--- config.mk ---
export PLATFORM = sky130hd
export DESIGN_NAME = mc_ctrl
export DESIGN_NICKNAME = d
export VERILOG_FILES = /design/src/rtl/mc_pkg.sv /design/src/rtl/mc_ctrl_decode.sv /design/src/rtl/mc_ctrl.sv
export SDC_FILE = /design/constraint.sdc
export NUM_CORES = 1
export LEC_CHECK = 0
export ABC_CLOCK_PERIOD_IN_PS = 1600
export CORE_UTILIZATION = 37
export CTS_BUF_LIST = sky130_fd_sc_hd__clkbuf_2 sky130_fd_sc_hd__clkbuf_4 sky130_fd_sc_hd__clkbuf_8
export DETAILED_ROUTE_END_ITERATION = 8
export PLACE_DENSITY_LB_ADDON = 0.12
export SYNTH_ARGS = -nofsm -noshare
export SYNTH_HDL_FRONTEND = slang
export SYNTH_SLANG_ARGS = --single-unit
export TNS_END_PERCENT = 30
--- constraint.sdc ---
create_clock -name clk -period 1.6 [get_ports clk]
set_clock_uncertainty 0.1 [all_clocks]
set_input_delay 0.32 -clock clk [delete_from_list [all_inputs] [get_ports clk]]
set_output_delay 0.32 -clock clk [all_outputs]
set_load 0.005 [all_outputs]
--- src/rtl/mc_pkg.sv ---
// mc_pkg: shared encodings for the multi-cycle MIPS main controller.
// Used by mc_ctrl (optional MC_PERF_CNT_EN counters) and mc_ctrl_decode.
package mc_pkg;

    typedef enum logic [3:0] {
        S_IDLE   = 4'd0,
        S_FETCH  = 4'd1,
        S_DECODE = 4'd2,
        S_MEMADR = 4'd3,
        S_MEMRD  = 4'd4,
        S_MEMWB  = 4'd5,
        S_MEMWR  = 4'd6,
        S_EXEC   = 4'd7,
        S_ALUWB  = 4'd8,
        S_BRANCH = 4'd9,
        S_JUMP   = 4'd10,
        S_ADDIEX = 4'd11,
        S_ADDIWB = 4'd12,
        S_TRAP   = 4'd15
    } state_e;

    localparam logic [5:0] OP_RTYPE = 6'b000000;
    localparam logic [5:0] OP_LW    = 6'b100011;
    localparam logic [5:0] OP_SW    = 6'b101011;
    localparam logic [5:0] OP_BEQ   = 6'b000100;
    localparam logic [5:0] OP_J     = 6'b000010;
    localparam logic [5:0] OP_ADDI  = 6'b001000;

    localparam logic [1:0] ALU_ADD   = 2'b00;
    localparam logic [1:0] ALU_SUB   = 2'b01;
    localparam logic [1:0] ALU_FUNCT = 2'b10;

    localparam logic [1:0] PC_ALU    = 2'b00;
    localparam logic [1:0] PC_ALUOUT = 2'b01;
    localparam logic [1:0] PC_JUMP   = 2'b10;

    localparam logic [1:0] SRCB_RT    = 2'b00;
    localparam logic [1:0] SRCB_FOUR  = 2'b01;
    localparam logic [1:0] SRCB_IMM   = 2'b10;
    localparam logic [1:0] SRCB_SHIMM = 2'b11;

    // States that hold a memory access open until mem_ready.
    function automatic logic is_mem_state(input state_e s);
        return (s == S_FETCH) || (s == S_MEMRD) || (s == S_MEMWR);
    endfunction

endpackage

--- src/rtl/mc_ctrl_decode.sv ---
// mc_ctrl_decode: combinational state -> datapath control word.
// Moore outputs, except FETCH ir_write/pc_write gated by mem_ready.
module mc_ctrl_decode (
    input  logic       mem_ready_i,
    input  logic [3:0] state_i,
    output logic       mem_req_o,
    output logic       mem_read_o,
    output logic       mem_write_o,
    output logic       iord_o,
    output logic       ir_write_o,
    output logic       pc_write_o,
    output logic       pc_write_cond_o,
    output logic [1:0] pc_src_o,
    output logic       alu_src_a_o,
    output logic [1:0] alu_src_b_o,
    output logic [1:0] alu_op_o,
    output logic       reg_write_o,
    output logic       reg_dst_o,
    output logic       mem_to_reg_o,
    output logic       halt_o
);
    import mc_pkg::*;

    state_e st;
    assign st = state_e'(state_i);

    // Control word for the current state; everything unlisted stays 0.
    always_comb begin
        mem_req_o       = 1'b0;
        mem_read_o      = 1'b0;
        mem_write_o     = 1'b0;
        iord_o          = 1'b0;
        ir_write_o      = 1'b0;
        pc_write_o      = 1'b0;
        pc_write_cond_o = 1'b0;
        pc_src_o        = PC_ALU;
        alu_src_a_o     = 1'b0;
        alu_src_b_o     = SRCB_RT;
        alu_op_o        = ALU_ADD;
        reg_write_o     = 1'b0;
        reg_dst_o       = 1'b0;
        mem_to_reg_o    = 1'b0;
        halt_o          = 1'b0;
        unique case (st)
            S_FETCH: begin
                mem_req_o   = 1'b1;
                mem_read_o  = 1'b1;
                alu_src_b_o = SRCB_FOUR;
                ir_write_o  = mem_ready_i;
                pc_write_o  = mem_ready_i;
            end
            S_DECODE: alu_src_b_o = SRCB_SHIMM;
            S_MEMADR: begin
                alu_src_a_o = 1'b1;
                alu_src_b_o = SRCB_IMM;
            end
            S_MEMRD: begin
                mem_req_o  = 1'b1;
                mem_read_o = 1'b1;
                iord_o     = 1'b1;
            end
            S_MEMWB: begin
                reg_write_o  = 1'b1;
                mem_to_reg_o = 1'b1;
            end
            S_MEMWR: begin
                mem_req_o   = 1'b1;
                mem_write_o = 1'b1;
                iord_o      = 1'b1;
            end
            S_EXEC: begin
                alu_src_a_o = 1'b1;
                alu_op_o    = ALU_FUNCT;
            end
            S_ALUWB: begin
                reg_write_o = 1'b1;
                reg_dst_o   = 1'b1;
            end
            S_BRANCH: begin
                alu_src_a_o     = 1'b1;
                alu_op_o        = ALU_SUB;
                pc_write_cond_o = 1'b1;
                pc_src_o        = PC_ALUOUT;
            end
            S_JUMP: begin
                pc_write_o = 1'b1;
                pc_src_o   = PC_JUMP;
            end
            S_ADDIEX: begin
                alu_src_a_o = 1'b1;
                alu_src_b_o = SRCB_IMM;
            end
            S_ADDIWB: reg_write_o = 1'b1;
            S_TRAP:   halt_o      = 1'b1;
            default: ;
        endcase
    end

endmodule

--- src/rtl/mc_ctrl.sv ---
// mc_ctrl: multi-cycle MIPS main controller with memory wait and timeout.
// Define MC_PERF_CNT_EN to add the cyc_cnt/instr_cnt activity counters.
module mc_ctrl #(
    parameter int OP_W    = 6,
    parameter int TIMEOUT = 0
) (
    input  logic            clk,
    input  logic            rst_n,
    input  logic            start,
    input  logic [OP_W-1:0] op,
    input  logic            zero,
    input  logic            mem_ready,
    output logic            mem_req,
    output logic            mem_read,
    output logic            mem_write,
    output logic            iord,
    output logic            ir_write,
    output logic            pc_write,
    output logic            pc_write_cond,
    output logic [1:0]      pc_src,
    output logic            alu_src_a,
    output logic [1:0]      alu_src_b,
    output logic [1:0]      alu_op,
    output logic            reg_write,
    output logic            reg_dst,
    output logic            mem_to_reg,
    output logic            halt,
    output logic [3:0]      state_o
`ifdef MC_PERF_CNT_EN
    ,
    output logic [31:0]     cyc_cnt,
    output logic [31:0]     instr_cnt
`endif
);
    import mc_pkg::*;

    localparam int WW = (TIMEOUT > 1) ? $clog2(TIMEOUT) : 1;

    state_e        state_q, state_d;
    logic [WW-1:0] wait_q, wait_d;

    // The datapath applies zero itself through pc_write_cond.
    logic unused_zero;
    assign unused_zero = zero;

    assign state_o = state_q;

    // State and memory wait counter registers.
    always_ff @(posedge clk or negedge rst_n) begin
        if (!rst_n) begin
            state_q <= S_IDLE;
            wait_q  <= '0;
        end else begin
            state_q <= state_d;
            wait_q  <= wait_d;
        end
    end

    // Next state, plus wait counting while a memory access stalls.
    always_comb begin
        state_d = state_q;
        wait_d  = '0;
        unique case (state_q)
            S_IDLE:   if (start) state_d = S_FETCH;
            S_FETCH:  if (mem_ready) state_d = S_DECODE;
            S_DECODE: begin
                unique case (op)
                    OP_LW, OP_SW: state_d = S_MEMADR;
                    OP_RTYPE:     state_d = S_EXEC;
                    OP_BEQ:       state_d = S_BRANCH;
                    OP_J:         state_d = S_JUMP;
                    OP_ADDI:      state_d = S_ADDIEX;
                    default:      state_d = S_TRAP;
                endcase
            end
            S_MEMADR: state_d = (op == OP_SW) ? S_MEMWR : S_MEMRD;
            S_MEMRD:  if (mem_ready) state_d = S_MEMWB;
            S_MEMWB:  state_d = S_FETCH;
            S_MEMWR:  if (mem_ready) state_d = S_FETCH;
            S_EXEC:   state_d = S_ALUWB;
            S_ALUWB:  state_d = S_FETCH;
            S_BRANCH: state_d = S_FETCH;
            S_JUMP:   state_d = S_FETCH;
            S_ADDIEX: state_d = S_ADDIWB;
            S_ADDIWB: state_d = S_FETCH;
            S_TRAP:   state_d = S_TRAP;
            default:  state_d = S_TRAP;
        endcase
        if (TIMEOUT > 0 && is_mem_state(state_q) && !mem_ready) begin
            if (wait_q == WW'(TIMEOUT - 1)) begin
                state_d = S_TRAP;
            end else begin
                wait_d = wait_q + 1'b1;
            end
        end
    end

    mc_ctrl_decode u_decode (
        .mem_ready_i     (mem_ready),
        .state_i         (state_q),
        .mem_req_o       (mem_req),
        .mem_read_o      (mem_read),
        .mem_write_o     (mem_write),
        .iord_o          (iord),
        .ir_write_o      (ir_write),
        .pc_write_o      (pc_write),
        .pc_write_cond_o (pc_write_cond),
        .pc_src_o        (pc_src),
        .alu_src_a_o     (alu_src_a),
        .alu_src_b_o     (alu_src_b),
        .alu_op_o        (alu_op),
        .reg_write_o     (reg_write),
        .reg_dst_o       (reg_dst),
        .mem_to_reg_o    (mem_to_reg),
        .halt_o          (halt)
    );

`ifdef MC_PERF_CNT_EN
    logic [31:0] cyc_q, instr_q;

    // Busy cycles outside IDLE/TRAP and completed instruction fetches.
    always_ff @(posedge clk or negedge rst_n) begin
        if (!rst_n) begin
            cyc_q   <= '0;
            instr_q <= '0;
        end else begin
            if (state_q != S_IDLE && state_q != S_TRAP) begin
                cyc_q <= cyc_q + 32'd1;
            end
            if (state_q == S_FETCH && mem_ready) begin
                instr_q <= instr_q + 32'd1;
            end
        end
    end

    assign cyc_cnt   = cyc_q;
    assign instr_cnt = instr_q;
`endif

endmodule

==> out/metrics.cfg <==
[run_status]
status = finished with violations
failed_checks = negative setup slack

[placed_design]
postPlaceCellArea_um2 = 1022
place_inst = 146
numPortBuffers = 31
dp_hpwl_um = 1498
routabilityCongestion = 0.8702

[grt]
grt_pass1_vias = 824
grt_usage_pct = 32.56
grt_pass1_wl_um = 3436
grt_max_degree = 16
grt_overflow = 0
antenna_found_initial = 0

[synthesis]
yosysTopAreaCellShare_pct = 18.69
synthesis.nets = 89
synthDistinctLibCells = 33
ys_ff_latch = 4
synth_edf_count = 0
async_reset_ff_share_pct = 100.0
synth_area_leaders = dfrtp_1 19%, nor2_1 11%, a21oi_1 5.6%, nor3_1 5.6%, buf_4 5.6%
synth_top_area_cell = dfrtp_1
synth_top_flop_cell = dfrtp_1
netlist_instances = 78
yosysSeqAreaShare_pct = 18.69
yosys_warnings = 0
syn_avg_cell_area_um2 = 6.866
synth_area_um2 = 535.5

[timing]
fin_crit_ns = 1.790
slew_violations = 0
fin_crit_sh_pct = 111.9
layout_setup_ws_ns = -0.1903
rsz0062_at_grt = true
setup-violations-final = 12
fmax_mhz = 558.6
finalHoldViolations = 0
relSlewSlack_pct = 82.77
worst-slew-pin-transition_ns = 0.2565

[floorplan]
initial_core_util_pct = 40.65
io_pins = 33
die_area_um2 = 1604
row_count = 13
die_w_um = 40.05
core_area_um2 = 1318
die_h_um = 40.05

[setup_path]
cp.required_ns = 1.18
endpoint_kind = output port
worstPathMaxFanout = 4
reg2regPathDepth = 6
cp_top_family = flip-flops
crit_chain = buf_6, buf_6, mux2_4, nor2_1, buf_2
cp_num_buf_inv = 3
arrival_ns = 1.37
r2r-start = state_o[0]$_DFFE_PN0P_
r2r_end = state_o[1]$_DFFE_PN0P_
crit_path_max_incr_delay_ns = 0.42
crit_end = mem_req
cp.depth = 5
rrSetupSlack_ns = -0.08
crit_path_top_delay_cell = dfrtp_2
worstSetupStartpoint = state_o[0]$_DFFE_PN0P_
cp-start-kind = flop
criticalPathCategory = reg2out
crit_top_cell = buf_6

[final_layout]
postLayoutCellArea_um2 = 1190
finalCoreUtilization_pct = 90.31
final_common_cell = buf_4
nNetsFinal = 154
final_cell_mix = 26 x buf_4, 14 x buf_2, 11 x buf_6
drive_above_1_share_pct = 62.41
antenna_cells = 0
n_fill_cell = 63
multi_input_area_um2 = 500.5
layout.cells.non_filler = 156
syn2layout_area_growth_pct = 122.2
regArea_um2 = 103.9
largest_register_ffs = 4

[routing]
vias = 847
drtPass1Iterations = 4
wl_per_cell_um = 15.15
initialDrtViolationCount = 22
drt_wl_total_um = 2364
viasPerCell = 5.429
ant_nets = 0
drc = 0

[cts]
htree_levels = 1
cts_tree = yes
clkTransAtPathRegs_ns = 0.04
clock-sinks = 4
cts_buffer_depth = 2
cts_buffers = 3
clock_latency_ns = 0.25
cts_root_buf = clkbuf_4

[power]
power_leakage_nw = 0.5728
pwr_density_cell_nw_per_um2 = 1874
vdd_drop_max_uv = 1398

[hold_path]
hold_class = in2async

[job]
drv_cap = 0

[cell families after synthesis]
| family | count (synthesis) | share of synthesized area (%) |
|---|---|---|
| simple gates | 42 | 37.86 |
| compound gates | 19 | 23.60 |
| buf+inv | 9 | 12.62 |
| flops | 4 | 18.69 |
| xor+xnor | 2 | 3.272 |
| mux | 2 | 3.972 |
[worst reg2reg max path, cell delays in order (launching register included)]
cell,delay [ns]
dfrtp_2,0.42
buf_4,0.15
buf_6,0.13
or3_4,0.39
a31o_2,0.22
nand3_1,0.08
a32o_1,0.12
[timing repair]
action,4_1_cts,5_1_grt
resized for setup,94,29
setup endpoints to repair,25,22
pin swaps,6,4
hold buffers,0,0
buffers inserted,7,0
[per-layer routing]
layer / track usage, % / share of wire [%] / vias to the layer above
li1: - / - / 408
met5: 0 / 0 / -
met4: 16.38 / 3.2 / 0
met2: 60.08 / 50 / 39
met3: 8.333 / 5.1 / 10
met1: 33.22 / 42 / 390
[power by group]
part / internal [mW] / leakage [nW] / switching, mW
combinational: 0.998 / 0.513 / 0.883
clock: 0.0845 / 0.0138 / 0.0512
sequential: 0.156 / 0.0456 / 0.0561
total: 1.24 / 0.573 / 0.990
[cell type report]
type                            count  area share, %
Sequential cell                     4          8.728
Tap cell                           15          1.577
Timing Repair Buffer               67          44.48
Inverter                            2          1.262
Multi-Input combinational cell     65          42.06
Clock buffer                        3          1.893
[per-stage QoR]
stage,worst slack [ns],hold WS (ns),TNS (ns),total power [mW]
after floorplan,0.1589,-0.07559,0,0.9069
after global placement,-0.3261,0.4343,-4.204,1.642
after detailed placement,-0.3695,0.4371,-4.582,1.677
after CTS,-0.2040,0.1687,-1.525,2.056
after global routing,-0.2222,0.1780,-2.157,2.380
final,-0.1903,0.1677,-1.118,2.229
[worst min-delay path by stage]
| stage | startpoint | endpoint | cells after the start |
|---|---|---|---|
| CTS | rst_n | state_o[2]$_DFFE_PN0P_ | 1 |
| detailed placement | rst_n | state_o[1]$_DFFE_PN0P_ | 1 |
| finish | rst_n | state_o[2]$_DFFE_PN0P_ | 1 |
| global placement | rst_n | state_o[1]$_DFFE_PN0P_ | 1 |
| global route | rst_n | state_o[2]$_DFFE_PN0P_ | 1 |
| floorplan | rst_n | state_o[0]$_DFFE_PN0P_ | 0 |
[cell usage after synthesis, types with 2 or more instances]
cell type  number
nor2_1         16
a21oi_1         6
nand2_1         6
nor3_1          6
buf_4           4
dfrtp_1         4
nand2b_1        3
nand3_1         3
o21ai_0         3
buf_6           2
inv_1           2
o211ai_1        2
No activity file was read; power rests on OpenSTA's default activity.
